File: src/rtl/uart_pkg.sv
// Shared UART definitions: transmitter state encodings, line levels and parity modes.
// Used by both the transmitter and the receiver.
package uart_pkg;

  typedef enum logic [2:0] {
    T_IDLE   = 3'd0,
    T_START  = 3'd1,
    T_DATA   = 3'd2,
    T_PARITY = 3'd3,
    T_STOP   = 3'd4
  } tx_state_e;

  localparam logic UART_IDLE_LVL  = 1'b1;
  localparam logic UART_START_LVL = 1'b0;

  localparam int PAR_MODE_EVEN = 0;
  localparam int PAR_MODE_ODD  = 1;

endpackage

File: src/rtl/uart_tx_if.sv
// Producer-side byte handshake of the UART transmitter (valid/ready with data).
interface uart_tx_if #(
  parameter int DATA_BITS = 8
);
  logic [DATA_BITS-1:0] i_tx_data;
  logic                 i_tx_valid;
  logic                 o_tx_ready;

  modport master (output i_tx_data, output i_tx_valid, input o_tx_ready);
  modport slave  (input i_tx_data, input i_tx_valid, output o_tx_ready);
endinterface

File: src/rtl/uart_tx.sv
// UART transmitter with a one-entry holding register; frames advance only on i_bd ticks.
// Start bit follows accept on the next i_bd; producer stalls only while a byte is held.
module uart_tx
  import uart_pkg::*;
#(
  parameter int DATA_BITS  = 8,
  parameter int PARITY_EN  = 0,
  parameter int PARITY_ODD = PAR_MODE_EVEN,
  parameter int STOP_BITS  = 1
) (
  input  logic      i_clk,
  input  logic      i_rst,
  input  logic      i_bd,
  uart_tx_if.slave  tx_if,
  output logic      o_tx,
  output logic      o_busy,
  output logic      o_done
);

  tx_state_e            state_q, state_d;
  logic [DATA_BITS-1:0] hold_q, hold_d;
  logic                 hold_vld_q, hold_vld_d;
  logic                 hold_par_q, hold_par_d;
  logic [DATA_BITS-1:0] shift_q, shift_d;
  logic                 par_q, par_d;
  logic [2:0]           bitcnt_q, bitcnt_d;
  logic [1:0]           stopcnt_q, stopcnt_d;
  logic                 tx_q, tx_d;
  logic                 done_q, done_d;
  logic                 load;

  always_comb begin
    state_d    = state_q;
    hold_d     = hold_q;
    hold_vld_d = hold_vld_q;
    hold_par_d = hold_par_q;
    shift_d    = shift_q;
    par_d      = par_q;
    bitcnt_d   = bitcnt_q;
    stopcnt_d  = stopcnt_q;
    tx_d       = tx_q;
    done_d     = 1'b0;
    load       = 1'b0;

    // Accept and load are mutually exclusive: one needs the holder empty, the other full.
    if (tx_if.i_tx_valid && !hold_vld_q) begin
      hold_d     = tx_if.i_tx_data;
      hold_vld_d = 1'b1;
      hold_par_d = (^tx_if.i_tx_data) ^ (PARITY_ODD != 0);
    end

    case (state_q)
      T_IDLE: begin
        tx_d = UART_IDLE_LVL;
        if (i_bd && hold_vld_q) begin
          load = 1'b1;
        end
      end
      T_START: begin
        if (i_bd) begin
          tx_d     = shift_q[0];
          bitcnt_d = 3'd0;
          state_d  = T_DATA;
        end
      end
      T_DATA: begin
        if (i_bd) begin
          if (bitcnt_q < 3'(DATA_BITS - 1)) begin
            shift_d  = shift_q >> 1;
            tx_d     = shift_q[1];
            bitcnt_d = bitcnt_q + 3'd1;
          end else if (PARITY_EN != 0) begin
            tx_d    = par_q;
            state_d = T_PARITY;
          end else begin
            tx_d      = UART_IDLE_LVL;
            stopcnt_d = 2'd0;
            state_d   = T_STOP;
          end
        end
      end
      T_PARITY: begin
        if (i_bd) begin
          tx_d      = UART_IDLE_LVL;
          stopcnt_d = 2'd0;
          state_d   = T_STOP;
        end
      end
      T_STOP: begin
        if (i_bd) begin
          if (stopcnt_q < 2'(STOP_BITS - 1)) begin
            stopcnt_d = stopcnt_q + 2'd1;
          end else begin
            done_d = 1'b1;
            if (hold_vld_q) begin
              load = 1'b1;
            end else begin
              tx_d    = UART_IDLE_LVL;
              state_d = T_IDLE;
            end
          end
        end
      end
      default: begin
        tx_d    = UART_IDLE_LVL;
        state_d = T_IDLE;
      end
    endcase

    // Freeing the holder here lets the producer queue the next byte for the whole frame.
    if (load) begin
      shift_d    = hold_q;
      par_d      = hold_par_q;
      hold_vld_d = 1'b0;
      tx_d       = UART_START_LVL;
      state_d    = T_START;
    end
  end

  always_ff @(posedge i_clk) begin
    if (i_rst) begin
      state_q    <= T_IDLE;
      hold_q     <= '0;
      hold_vld_q <= 1'b0;
      hold_par_q <= 1'b0;
      shift_q    <= '0;
      par_q      <= 1'b0;
      bitcnt_q   <= 3'd0;
      stopcnt_q  <= 2'd0;
      tx_q       <= UART_IDLE_LVL;
      done_q     <= 1'b0;
    end else begin
      state_q    <= state_d;
      hold_q     <= hold_d;
      hold_vld_q <= hold_vld_d;
      hold_par_q <= hold_par_d;
      shift_q    <= shift_d;
      par_q      <= par_d;
      bitcnt_q   <= bitcnt_d;
      stopcnt_q  <= stopcnt_d;
      tx_q       <= tx_d;
      done_q     <= done_d;
    end
  end

  assign tx_if.o_tx_ready = ~hold_vld_q;
  assign o_tx             = tx_q;
  assign o_busy           = (state_q != T_IDLE) | hold_vld_q;
  assign o_done           = done_q;

endmodule

File: src/flat_wrapper.sv
// flat-port wrapper written by rule: the top's interface ports become plain ports
module uart_tx_flat import uart_pkg::*;
#(
  parameter int DATA_BITS  = 8,
  parameter int PARITY_EN  = 0,
  parameter int PARITY_ODD = PAR_MODE_EVEN,
  parameter int STOP_BITS  = 1
)
  (i_clk, i_rst, i_bd, o_tx, o_busy, o_done, tx_if_i_tx_data, tx_if_i_tx_valid, tx_if_o_tx_ready);
  uart_tx_if #(.DATA_BITS(DATA_BITS)) tx_if_i ();
  input  logic i_clk;
  input  logic i_rst;
  input  logic i_bd;
  output logic o_tx;
  output logic o_busy;
  output logic o_done;
  input wire logic [$bits(tx_if_i.i_tx_data)-1:0] tx_if_i_tx_data;
  input wire logic [$bits(tx_if_i.i_tx_valid)-1:0] tx_if_i_tx_valid;
  output wire logic [$bits(tx_if_i.o_tx_ready)-1:0] tx_if_o_tx_ready;
  assign tx_if_i.i_tx_data = tx_if_i_tx_data;
  assign tx_if_i.i_tx_valid = tx_if_i_tx_valid;
  assign tx_if_o_tx_ready = tx_if_i.o_tx_ready;
  uart_tx #(.DATA_BITS(DATA_BITS), .PARITY_EN(PARITY_EN), .PARITY_ODD(PARITY_ODD), .STOP_BITS(STOP_BITS)) u_core (.i_clk(i_clk), .i_rst(i_rst), .i_bd(i_bd), .tx_if(tx_if_i), .o_tx(o_tx), .o_busy(o_busy), .o_done(o_done));
endmodule
File: config.mk
export PLATFORM = sky130hd
export DESIGN_NAME = uart_tx_flat
export DESIGN_NICKNAME = d
export VERILOG_FILES = /design/src/rtl/uart_pkg.sv /design/src/rtl/uart_tx_if.sv /design/src/rtl/uart_tx.sv /design/src/flat_wrapper.sv
export SDC_FILE = /design/constraint.sdc
export NUM_CORES = 1
export LEC_CHECK = 0
export ABC_AREA = 1
export BUFFER_PORTS_ARGS = -buffer_cell sky130_fd_sc_hd__buf_2
export CAP_MARGIN = 10
export CORE_MARGIN = 5
export CORE_UTILIZATION = 47
export DETAILED_ROUTE_END_ITERATION = 7
export GPL_TIMING_DRIVEN = 0
export PLACE_DENSITY_LB_ADDON = 0.05
export SLEW_MARGIN = 20
export SYNTH_ARGS = -nofsm -noshare
export SYNTH_HDL_FRONTEND = slang
export SYNTH_SLANG_ARGS = --single-unit
export TNS_END_PERCENT = 1
File: constraint.sdc
create_clock -name i_clk -period 2 [get_ports i_clk]
set_input_delay 0.2 -clock i_clk [delete_from_list [all_inputs] [get_ports i_clk]]
set_output_delay 0.2 -clock i_clk [all_outputs]
set_load 0.005 [all_outputs]
Word-level counts from Yosys, hierarchy flattened
Cells that the tools add are included.
Widths: inputs -> output; s select.
- flip-flop bits (word level): 27
- input bits: 12
- word-level logic and storage cells: 95
- add/subtract/negate cells: 2
- magnitude comparators: 2
- equal/unequal tests: 21
- muxes and demuxes: 38
- bitwise logic cells: 5
- reduce and logical (&&, ||, !) cells: 18
- operator list (cell ; count):
    $mux 8 ; 4
    $mux 3 ; 10
    $ne 3x2->1 const B ; 6
    $reduce_and 8->1 ; 2
    $pmux 3 s5 ; 1
    $mux 1 ; 14
    $ne 2x2->1 const B ; 7
    $reduce_and 6->1 ; 2
    $mux 2 ; 5
    $reduce_bool 2->1 ; 4
    $eq 3x2->1 const B ; 2
    $ne 2x1->1 const B ; 3
    $pmux 2 s3 ; 1
    $pmux 3 s2 ; 1
    $reduce_bool 3->1 ; 2
    $not 1->1 ; 4
    $pmux 1 s4 ; 1
    $reduce_and 4->1 ; 1
    $add 3x1->3 const B ; 1
    $eq 3x1->1 const B ; 1
    $eq 3x3->1 const B ; 1
    $logic_not 3->1 ; 1
    $lt 3x3->1 const B ; 1
    $ne 3x3->1 const B ; 1
    9 further kinds ; 10

Longest topological paths before layout
Gate-level depths: netlist of the first run.
- depth after elaboration: 6
- depth in mapped cells: 9
- depth with buffers taken out: 9

Worst setup path before layout of the first run
OpenSTA, ideal clock, no wires.
- kind: reg2reg
- start point: register u_core.state_q[0]
- end point: register u_core.shift_q[3]
- arrival time: 1038 ps
- data required time: 1884 ps
- slack: 846 ps
- stages on the path, launching flop included: 8
- path buffers: 1
- clock period less this slack: 1154 ps
- path through: dfxtp_1 nor2_4 nand3_4 buf_6 nand2_1 o21ai_1 nor2_1 nor2_1
- cells in the longest elaborated chain, start to end: 4
- elaborated cells between the ends (all ways): 9
- classes of those cells: eq/ne: 2; mux: 2; reduce/logical: 5
- ends and longest elaborated chain (item ; RTL line ; RTL):
    start: declaration ; uart_tx.sv:20 ; tx_state_e state_q, state_d;
    start signal: assignment ; uart_tx.sv:133 ; state_q <= state_d;
    $eq 3x3->1 / $logic_not 3->1 (equally long branches) ; uart_tx.sv:52 ; case (state_q)
    $pmux 1 s2 ; uart_tx.sv:52 ;
    $reduce_bool 2->1 (no source line) ; -- ;
    $reduce_and 3->1 (no source line) ; -- ;
    end signal: assignment ; uart_tx.sv:137 ; shift_q <= shift_d;
    end: declaration ; uart_tx.sv:24 ; logic [DATA_BITS-1:0] shift_q, shift_d;
Several ways; a longest one is shown, not always the timed one.
A chain may end at the register's enable or synchronous reset.

Worst setup path after layout of the first run
- start point: register u_core.state_q[1]
- end point: output port o_busy
- cells in the longest elaborated chain, start to end: 2
- ends and longest elaborated chain (item ; RTL line ; RTL):
    $reduce_bool 3->1 ; uart_tx.sv:148 ; assign o_busy = (state_q != T_IDLE) | hold_vld_q;
    $or 1x1->1 ; uart_tx.sv:148 ;
    end: declaration ; flat_wrapper.sv:15 ; output logic o_busy;
Every way passes these cells.

==> out/qor.yml, run 1 <==
synth_compound_area_share_pct: 16.29
cts_tree: "done"
grt_pass1_vias: 1089
hold_viol: 0
die_h_microns: 60.97
htree_levels: 1
postRouteAntennaNets: 0
synth_top_area_cell: "dfxtp_1"
area_delta_synth_final_pct: 10.96
max_freq_mhz: 649.3
routed_wl_microns: 2540
postCtsHoldBufs: 0
setup_ws_ns: 0.4600
synth_top_family_by_area: "simple AND/OR/NAND/NOR gates"
drive_gt1_share_pct: 18.23
fillers: 254
numPortBuffers: 14
drc_errors: 0
crit_path_max_fanout: 5
start_util_pct: 49.29
skew_ns: 0.009042
core_area_sq_um: 2477
endpoint: "o_busy"
slew_viol_final: 0
p_per_area_nw_per_um2: 969.7
synthMuxAreaShare_pct: 0
outcome: "complete, no violations"
chipWidth_microns: 60.97
setup_viol: 0
clk_latency_ns: 0.32
overflow: 0
fin_nets: 206
clk_pin_slew_ns: 0.13
cts_resized: 0
routed_via_density: 5.059
start_kind: "register"
min_period_ns: 1.540
vdd_ir_drop_max_uv: 565.2
clockRootBuffer: "clkbuf_4"
synthTopCellsByArea: "dfxtp_1 (41%), nor2_1 (12%), nand2_1 (12%)"
arrival_ns: 1.34
pre_cts_ws_ns: 0.6961
gr-usage-all-layers_pct: 16.10
gp_congestion: 0.8399
detail_route.first_pass.iterations: 4
p_total_mw: 1.314
hp-start: "tx_if_i_tx_valid"
worst_pin_slew_ns: 0.3655
hpwlAfterDp_microns: 1905
antenna_found_initial: 0
rrSetupSlack_ns: 0.67
synth_fp_nets: 187
synth_cell_type_count: 26
synth_simple_gate_area_share_pct: 34.43
r2r_cells: 8
end_kind: "output pin"
hold_path.class: "in2reg"
critPathLaunch: "u_core.state_q[1]"
num_vias: 1123
slew_headroom_pct: 75.63
synth-seq-cells: 25
r2r_start: "u_core.state_q[2]"
routedWlPerCell_microns: 11.44
cts_setup_buffers: 0
yosys.area.top_type_share_pct: 40.98
ios: 16
synth-adder-area-share_pct: 1.025
syn_inst: 174
period_share_pct: 77.00
die_area_sq_um: 3717
initialDrtViolationCount: 52
synth_warnings: 0
antenna_cells: 0
cts_sinks: 25
cts_buffer_depth: 2
synth_area_sq_um: 1221
synth_xor_area_share_pct: 0.7172
grt_max_degree: 14
grt_pass1_wl_microns: 4512
max_cap_violations: 0
p_leak_nw: 0.6251
cts_made_buffers: 3
synth-seq-area-share_pct: 40.98
worstSetupPathType: "reg2out"
rsz0062_at_grt: "no"
row_count: 18
cp.required_ns: 1.80
avgSynthCellArea_sq_um: 7.018
reg2reg_to: "u_core.bitcnt_q[2]"
tns_ns: 0
## flip-flops by register name (all words and copies together), names as in the netlist
name               cells
u_core.hold_q          8
u_core.o_tx            1
u_core.shift_q         8
u_core.o_done          1
u_core.bitcnt_q        3
u_core.hold_vld_q      1
u_core.state_q         3
## synthesized netlist by cell type
library cell / count
buf_2: 2
dfxtp_1: 25
a21oi_4: 1
inv_1: 11
o21a_1: 1
ha_1: 1
nand4_1: 2
a21oi_2: 1
nand2_2: 3
nor3_1: 1
nor2_4: 1
inv_4: 1
clkbuf_1: 1
buf_6: 1
a21oi_1: 9
nand2_1: 38
nand3_1: 6
nor2_2: 1
nand3_4: 1
xnor2_1: 1
o21ai_1: 3
nor2_1: 39
o21ai_4: 1
o21ai_0: 18
inv_2: 2
nand3_2: 3
## critical path: stages, from the launching register on
cell and delay [ns]:
dfxtp_1 0.40, inv_1 0.15, nand2_1 0.07, nor2_1 0.21
nand2_1 0.07, buf_2 0.13
## power by group
part	leakage (nW)	switching [mW]	internal, mW	total, mW
combinational	0.405	0.294	0.163	0.456
sequential	0.205	0.0554	0.570	0.625
clock	0.0150	0.154	0.0779	0.232
total	0.625	0.504	0.810	1.31
## final cells by class
| class | instances | area, sq um | share of cell area [%] |
|---|---|---|---|
| sequential | 25 | 500.5 | 36.93 |
| multi-input combinational | 131 | 640.6 | 47.28 |
| buffer | 4 | 25.02 | 1.847 |
| inverter | 14 | 55.05 | 4.063 |
| clock buffer | 4 | 26.28 | 1.939 |
| tap | 30 | 37.54 | 2.770 |
| timing repair buffer | 14 | 70.07 | 5.171 |
## cell families after synthesis
group                      Yosys count
and+or+nand+nor                     95
AOI/OAI and AO/OA                   34
DFF                                 25
buffers and inverters               18
xor gates and xnor gates             1
adders and majority gates            1
## cell usage in the layout, fill, tap and decap left out, types with 3 or more instances in the layout
cell / instances
nand2_2: 3
nand3_2: 3
o21ai_0: 18
clkbuf_4: 3
buf_2: 16
nand3_1: 6
o21ai_1: 3
nor2_1: 39
dfxtp_1: 25
nand2_1: 38
a21oi_1: 9
inv_1: 11
## layer usage
metal,global-route usage [%],up-vias,wire length (microns)
met5,0,-,0
met4,6.811,0,38
met3,4.255,6,135
met2,27.63,29,1208
met1,18.85,488,1159
li1,-,600,-
## how the worst min path moves through the flow
| stage | endpoint | slack, ns | cells past startpoint |
|---|---|---|---|
| after global routing | u_core.hold_vld_q | 0.07 | 2 |
| final | u_core.hold_vld_q | 0.08 | 2 |
| after CTS | u_core.hold_vld_q | 0.08 | 2 |
| after detailed placement | u_core.hold_vld_q | 0.41 | 2 |
| after global placement | u_core.hold_vld_q | 0.41 | 2 |
| after floorplan | u_core.hold_vld_q | 0.31 | 1 |
## stage by stage
step                      util [%]  hold WS [ns]  std cells  instance area (sq um)
after floorplan                  -        0.3102        174                   1221
after global placement       53.64        0.4090        218                   1329
after detailed placement     53.64        0.4139        218                   1329
after CTS                    54.70       0.07958        222                   1355
after global routing         54.70       0.07316        222                   1355
final                        54.70       0.08388        222                   1355
No activity file was read; power rests on OpenSTA's default activity.
==> run 2, diff against run 1 <==
==> constraint.sdc (replaced) <==
create_clock -name i_clk -period 1.4 [get_ports i_clk]
set_input_delay 0.14 -clock i_clk [delete_from_list [all_inputs] [get_ports i_clk]]
set_output_delay 0.14 -clock i_clk [all_outputs]
set_load 0.005 [all_outputs]
==> out/qor.yml, run 2 (synthesized netlist as in run 1, its figures left out) <==
fillers: 250
slew_viol_final: 0
routed_wl_microns: 2636
cts_sinks: 25
gr-usage-all-layers_pct: 16.10
die_h_microns: 60.97
num_vias: 1140
fin_util_pct: 56.67
clkPwrFrac_pct: 16.8
tns_ns: 0
rrSetupSlack_ns: 0.08
slew_headroom_pct: 74.36
cp.required_ns: 1.26
combPwrFrac_pct: 37.0
routedWlPerCell_microns: 11.77
fin_nets: 208
stdcell_area_sq_um: 1404
routed_via_density: 5.089
period_share_pct: 94.60
dp.cells: 218
pre_cts_ws_ns: 0.09606
p_int_mw: 1.209
ios: 16
rsz0062_at_grt: "yes"
drive_gt1_share_pct: 22.68
setup_viol: 0
antenna_found_initial: 0
vdd_ir_drop_max_uv: 864.4
switching_share_pct: 38.48
cts_buffer_depth: 2
detail_route.first_pass.iterations: 4
worst_pin_slew_ns: 0.3846
htree_levels: 1
grt_pass1_vias: 1085
crit_chain: "inv_2 > nand2_1 > nor2_4 > nand2_1 > buf_2"
crit_top_cell: "nand2_1"
hold_path.class: "in2reg"
clk_latency_ns: 0.31
postRouteAntennaNets: 0
cp_slowest_cell: "dfxtp_4"
postCtsHoldBufs: 0
hold_ws_ns: 0.02079
end_kind: "output pin"
cts_made_buffers: 3
hpwlAfterDp_microns: 1905
p_total_mw: 1.965
initialDrtViolationCount: 73
critPathLaunch: "u_core.state_q[0]"
area_delta_synth_final_pct: 14.96
hp-start: "tx_if_i_tx_valid"
start_kind: "register"
crit_buf_inv: 2
top_regs: "u_core.hold_q (8), u_core.shift_q (8)"
p_per_area_nw_per_um2: 1400
clockRootBuffer: "clkbuf_4"
p_leak_nw: 0.6400
pwr-share-seq_pct: 46.2
instances_no_fill: 224
max_cap_violations: 0
gp_congestion: 0.8399
crit_family: "flip-flops"
die_area_sq_um: 3717
arrival_ns: 1.18
setup_ws_ns: 0.07561
clk_pin_slew_ns: 0.14
chipWidth_microns: 60.97
r2r_start: "u_core.state_q[2]"
holdPathEnd: "u_core.hold_vld_q"
worstSetupPathType: "reg2out"
min_period_ns: 1.324
multi_input_area_sq_um: 663.1
final_cell_mix: "nand2_1 (37), nor2_1 (37), dfxtp_1 (22), o21ai_0 (17), buf_2 (16)"
reg2reg_to: "u_core.shift_q[1]"
numPortBuffers: 14
grt_pass1_wl_microns: 4512
cts_tree: "done"
crit_path_max_fanout: 6
skew_ns: 0.002517
hold_path_depth: 2
r2r_cells: 7
start_util_pct: 49.29
placed_area_sq_um: 1329
power_switching_mw: 0.7563
outcome: "complete, no violations"
regArea_sq_um: 509.2
max_freq_mhz: 755.1
slowest_delay_ns: 0.40
core_area_sq_um: 2477
grt_max_degree: 14
row_count: 18
hold_viol: 0
antenna_cells: 0
drc_errors: 0
overflow: 0
run 2: cell count changes in the layout (fill, tap and decap cells not counted), moves of 2 or more:
cell and delta:
dfxtp_1 -3, buf_4 +2, nor2_1 -2, nor2_4 +2, dfxtp_4 +2
run 2: worst max-delay path by stage:
stage / to / slack [ns] / cells past startpoint
after floorplan: u_core.shift_q[3] / 0.25 / 7
after global placement: u_core.bitcnt_q[1] / 0.12 / 8
after detailed placement: u_core.bitcnt_q[1] / 0.1 / 7
after CTS: o_busy / 0.003 / 5
after global routing: u_core.shift_q[1] / -0.07 / 7
final: o_busy / 0.08 / 5
run 2: what timing repair did:
item | 4_1_cts | 5_1_grt
cloned | 0 | 0
endpoints found under the setup margin | 1 | 16
setup buffers | 0 | 2
pin swaps | 0 | 3
gates resized for setup | 2 | 12
run 2: final cells by class:
cell class              instances  area share (%)
clock buffers                   4           1.872
well taps                      30           2.674
repair buffers                 16           6.061
flip-flops and latches         25           36.27
multi-input cells             131           47.24
inverters                      14           4.100
plain buffers                   4           1.783
run 2: power by group through the flow:
stage,sequential [mW],combinational [mW],clock [mW]
final,0.908,0.727,0.330
after global routing,0.926,0.830,0.375
after CTS,0.896,0.661,0.338
after detailed placement,0.909,0.652,0
after global placement,0.904,0.637,0
after floorplan,0.894,0.508,0
run 2: worst register-to-register path: cells and delay by family, from the launching register on:
family	cells	cell delay, ns
simple gates	4	0.47
buf+inv	1	0.08
flops	1	0.39
compound gates	2	0.34
run 2: per-layer routing:
| layer | part of all wire, % | vias to the layer above | global-route usage [%] |
|---|---|---|---|
| met4 | 1.0 | 0 | 6.502 |
| met2 | 49 | 19 | 28.09 |
| met3 | 3.3 | 4 | 3.617 |
| met5 | 0 | - | 0 |
| li1 | - | 607 | - |
| met1 | 46 | 510 | 18.97 |
==> run 3, diff against run 2 <==
--- a/config.mk
+++ b/config.mk
@@ -5,11 +5,11 @@
 export SDC_FILE = /design/constraint.sdc
 export NUM_CORES = 1
 export LEC_CHECK = 0
-export ABC_AREA = 1
 export BUFFER_PORTS_ARGS = -buffer_cell sky130_fd_sc_hd__buf_2
 export CAP_MARGIN = 10
 export CORE_MARGIN = 5
 export CORE_UTILIZATION = 47
+export CTS_BUF_LIST = sky130_fd_sc_hd__clkbuf_4 sky130_fd_sc_hd__clkbuf_8
 export DETAILED_ROUTE_END_ITERATION = 7
 export GPL_TIMING_DRIVEN = 0
 export PLACE_DENSITY_LB_ADDON = 0.05
==> out/qor.yml, run 3 <==
postRouteAntennaNets: 0
min_period_ns: 1.615
slowest_delay_ns: 0.43
gp_congestion: 0.7798
routed_via_density: 5.577
drive_gt1_share_pct: 27.63
antenna_found_initial: 0
top_regs: "u_core.hold_q (8), u_core.shift_q (8)"
crit_buf_inv: 0
synth_flop_cell: "dfxtp_1"
crit_family: "simple AND/OR/NAND/NOR gates"
hpwlAfterDp_microns: 1755
p_per_area_nw_per_um2: 938.6
fillers: 218
initialDrtViolationCount: 33
r2r_cells: 3
regArea_sq_um: 503.0
grt_pass1_wl_microns: 4284
htree_levels: 1
cts_buffer_depth: 2
synth_edf_count: 0
skew_ns: 0.0009124
crit_path_max_fanout: 7
fin_nets: 166
clk_pin_slew_ns: 0.14
vdd_ir_drop_max_uv: 607.4
crit_chain: "or3b_4 > or3_4 > a2111oi_2"
gr-usage-all-layers_pct: 15.29
synth-seq-area-share_pct: 41.84
power_switching_mw: 0.3673
failed_checks: "negative setup slack"
avgSynthCellArea_sq_um: 9.062
clk_latency_ns: 0.32
setup_ws_ns: -0.2152
numPortBuffers: 14
synth_most_common_cell: "nor2_1"
p_int_mw: 0.9645
start_kind: "register"
worstSetupPathType: "reg2reg"
detail_route.first_pass.iterations: 4
antenna_cells: 0
die_area_sq_um: 3654
grt_max_degree: 15
switching_share_pct: 27.58
slew_viol_final: 0
die_h_microns: 60.45
pre_cts_ws_ns: -0.2542
hold_path.class: "in2reg"
synth_area_sq_um: 1196
p_leak_nw: 0.5534
syn_inst: 132
chipWidth_microns: 60.45
start_util_pct: 48.73
clkPwrFrac_pct: 25.0
grt_pass1_vias: 941
cp_slowest_cell: "or3_4"
cts_made_buffers: 3
endpoint: "u_core.shift_q[1]"
final_common_cell: "nor2_1"
outcome: "finished, violations left"
rrSetupSlack_ns: -0.22
rsz0062_at_grt: "yes"
synth_fp_nets: 145
overflow: 0
arrival_ns: 1.84
fin_util_pct: 57.80
setup_viol: 13
end_kind: "register"
core_area_sq_um: 2455
yosys.area.top_type_share_pct: 41.84
max_freq_mhz: 619.1
synth_top_area_cell: "dfxtp_1"
critPathLaunch: "u_core.state_q[1]"
cp.required_ns: 1.63
pwr-share-seq_pct: 58.3
row_count: 18
routedWlPerCell_microns: 13.92
cp.depth: 3
synth_cell_type_count: 33
postCtsHoldBufs: 0
cts_tree: "done"
num_vias: 1015
synth-seq-cells: 25
max_cap_violations: 0
synth_warnings: 0
worst_pin_slew_ns: 0.6331
ios: 16
synthTopCellsByArea: "dfxtp_1 (42%), a2111oi_2 (8.8%), nor2_1 (8.8%)"
combPwrFrac_pct: 16.7
synthArstFlopShare_pct: 0
cts_sinks: 25
slew_headroom_pct: 57.79
synth_commonest_cells: "nor2_1 (28), dfxtp_1 (25), clkbuf_1 (11), mux2i_1 (10)"
reg2reg_to: "u_core.shift_q[1]"
final_cell_mix: "nor2_1 (28), dfxtp_1 (23), buf_2 (16), mux2i_1 (10), clkbuf_1 (7)"
drc_errors: 0
period_share_pct: 115.4
multi_input_area_sq_um: 690.7
hold_viol: 0
routed_wl_microns: 2534
r2r_start: "u_core.state_q[1]"
area_delta_synth_final_pct: 18.62
clockRootBuffer: "clkbuf_4"
## run 3: cell types whose count changed after synthesis, moves of 7 or more
cell       change
nor2_1        -11
a2111oi_2      +7
o21ai_0       -16
nand2_1       -34
inv_1          -9
clkbuf_1      +10
mux2i_1       +10
nor4_1         +7
## run 3: logic make-up after synthesis
group	count (synthesis)	synth area share [%]
adders and majority gates	1	1.046
AOI/OAI and AO/OA	22	17.57
buffers and inverters	16	5.858
and+or+nand+nor	58	25.31
DFF	25	41.84
muxes	10	8.369
## run 3: timing repair
item	CTS	global route
pin swaps	0	1
cloned	0	1
resized for setup	11	13
endpoints found under the setup margin	15	23
buffers inserted	1	1
## run 3: worst min path at each step
stage | startpoint | endpoint | cells past startpoint
after floorplan | tx_if_i_tx_data[7] | u_core.hold_q[7] | 2
after global placement | tx_if_i_tx_data[6] | u_core.hold_q[6] | 3
after detailed placement | tx_if_i_tx_data[1] | u_core.hold_q[1] | 3
after CTS | tx_if_i_tx_data[3] | u_core.hold_q[3] | 3
after global routing | tx_if_i_tx_data[0] | u_core.hold_q[0] | 3
final | tx_if_i_tx_data[3] | u_core.hold_q[3] | 3
## run 3: metrics by stage
stage	power [mW]	cell area (sq um)	instances	TNS, ns	hold slack, ns
detailed placement	0.9850	1304	176	-2.281	0.3819
global placement	0.9811	1304	176	-2.209	0.3754
floorplan	0.9315	1196	132	-0.8924	0.2872
finish	1.332	1419	182	-1.807	0.04015
CTS	1.331	1380	180	-1.779	0.03309
global route	1.404	1419	182	-2.848	0.03117
## run 3: worst min-delay path: cells and delay by family
| kind | cells | cell delay (ns) |
|---|---|---|
| buffers and inverters | 1 | 0.07 |
| muxes | 1 | 0.05 |
| and+or+nand+nor | 1 | 0.07 |
## run 3: power by group through the flow
stage	Sequential [mW]	Clock, mW	Combinational [mW]
5_1_grt	0.783	0.377	0.245
2_1_floorplan	0.785	0	0.147
3_3_place_gp	0.789	0	0.192
6_report	0.777	0.333	0.222
4_1_cts	0.777	0.345	0.210
3_5_place_dp	0.791	0	0.194
## run 3: area by class of cell
cell class,instances,share of cell area [%]
inverter,2,0.5291
clock buffer,3,1.587
clock inverter,1,0.3527
timing repair buffer,17,6.526
tap,30,2.646
sequential,25,35.45
buffer,13,4.233
multi-input combinational,91,48.68
## run 3: metal layers
metal  wire (microns)  GRT usage, %  part of all wire [%]  vias up
met1             1126         19.95                    44      468
li1                 -             -                     -      523
met5                0             0                     0        -
met4               32         5.263                   1.3        0
met2             1245         25.15                    49       20
met3              129         3.191                   5.1        4
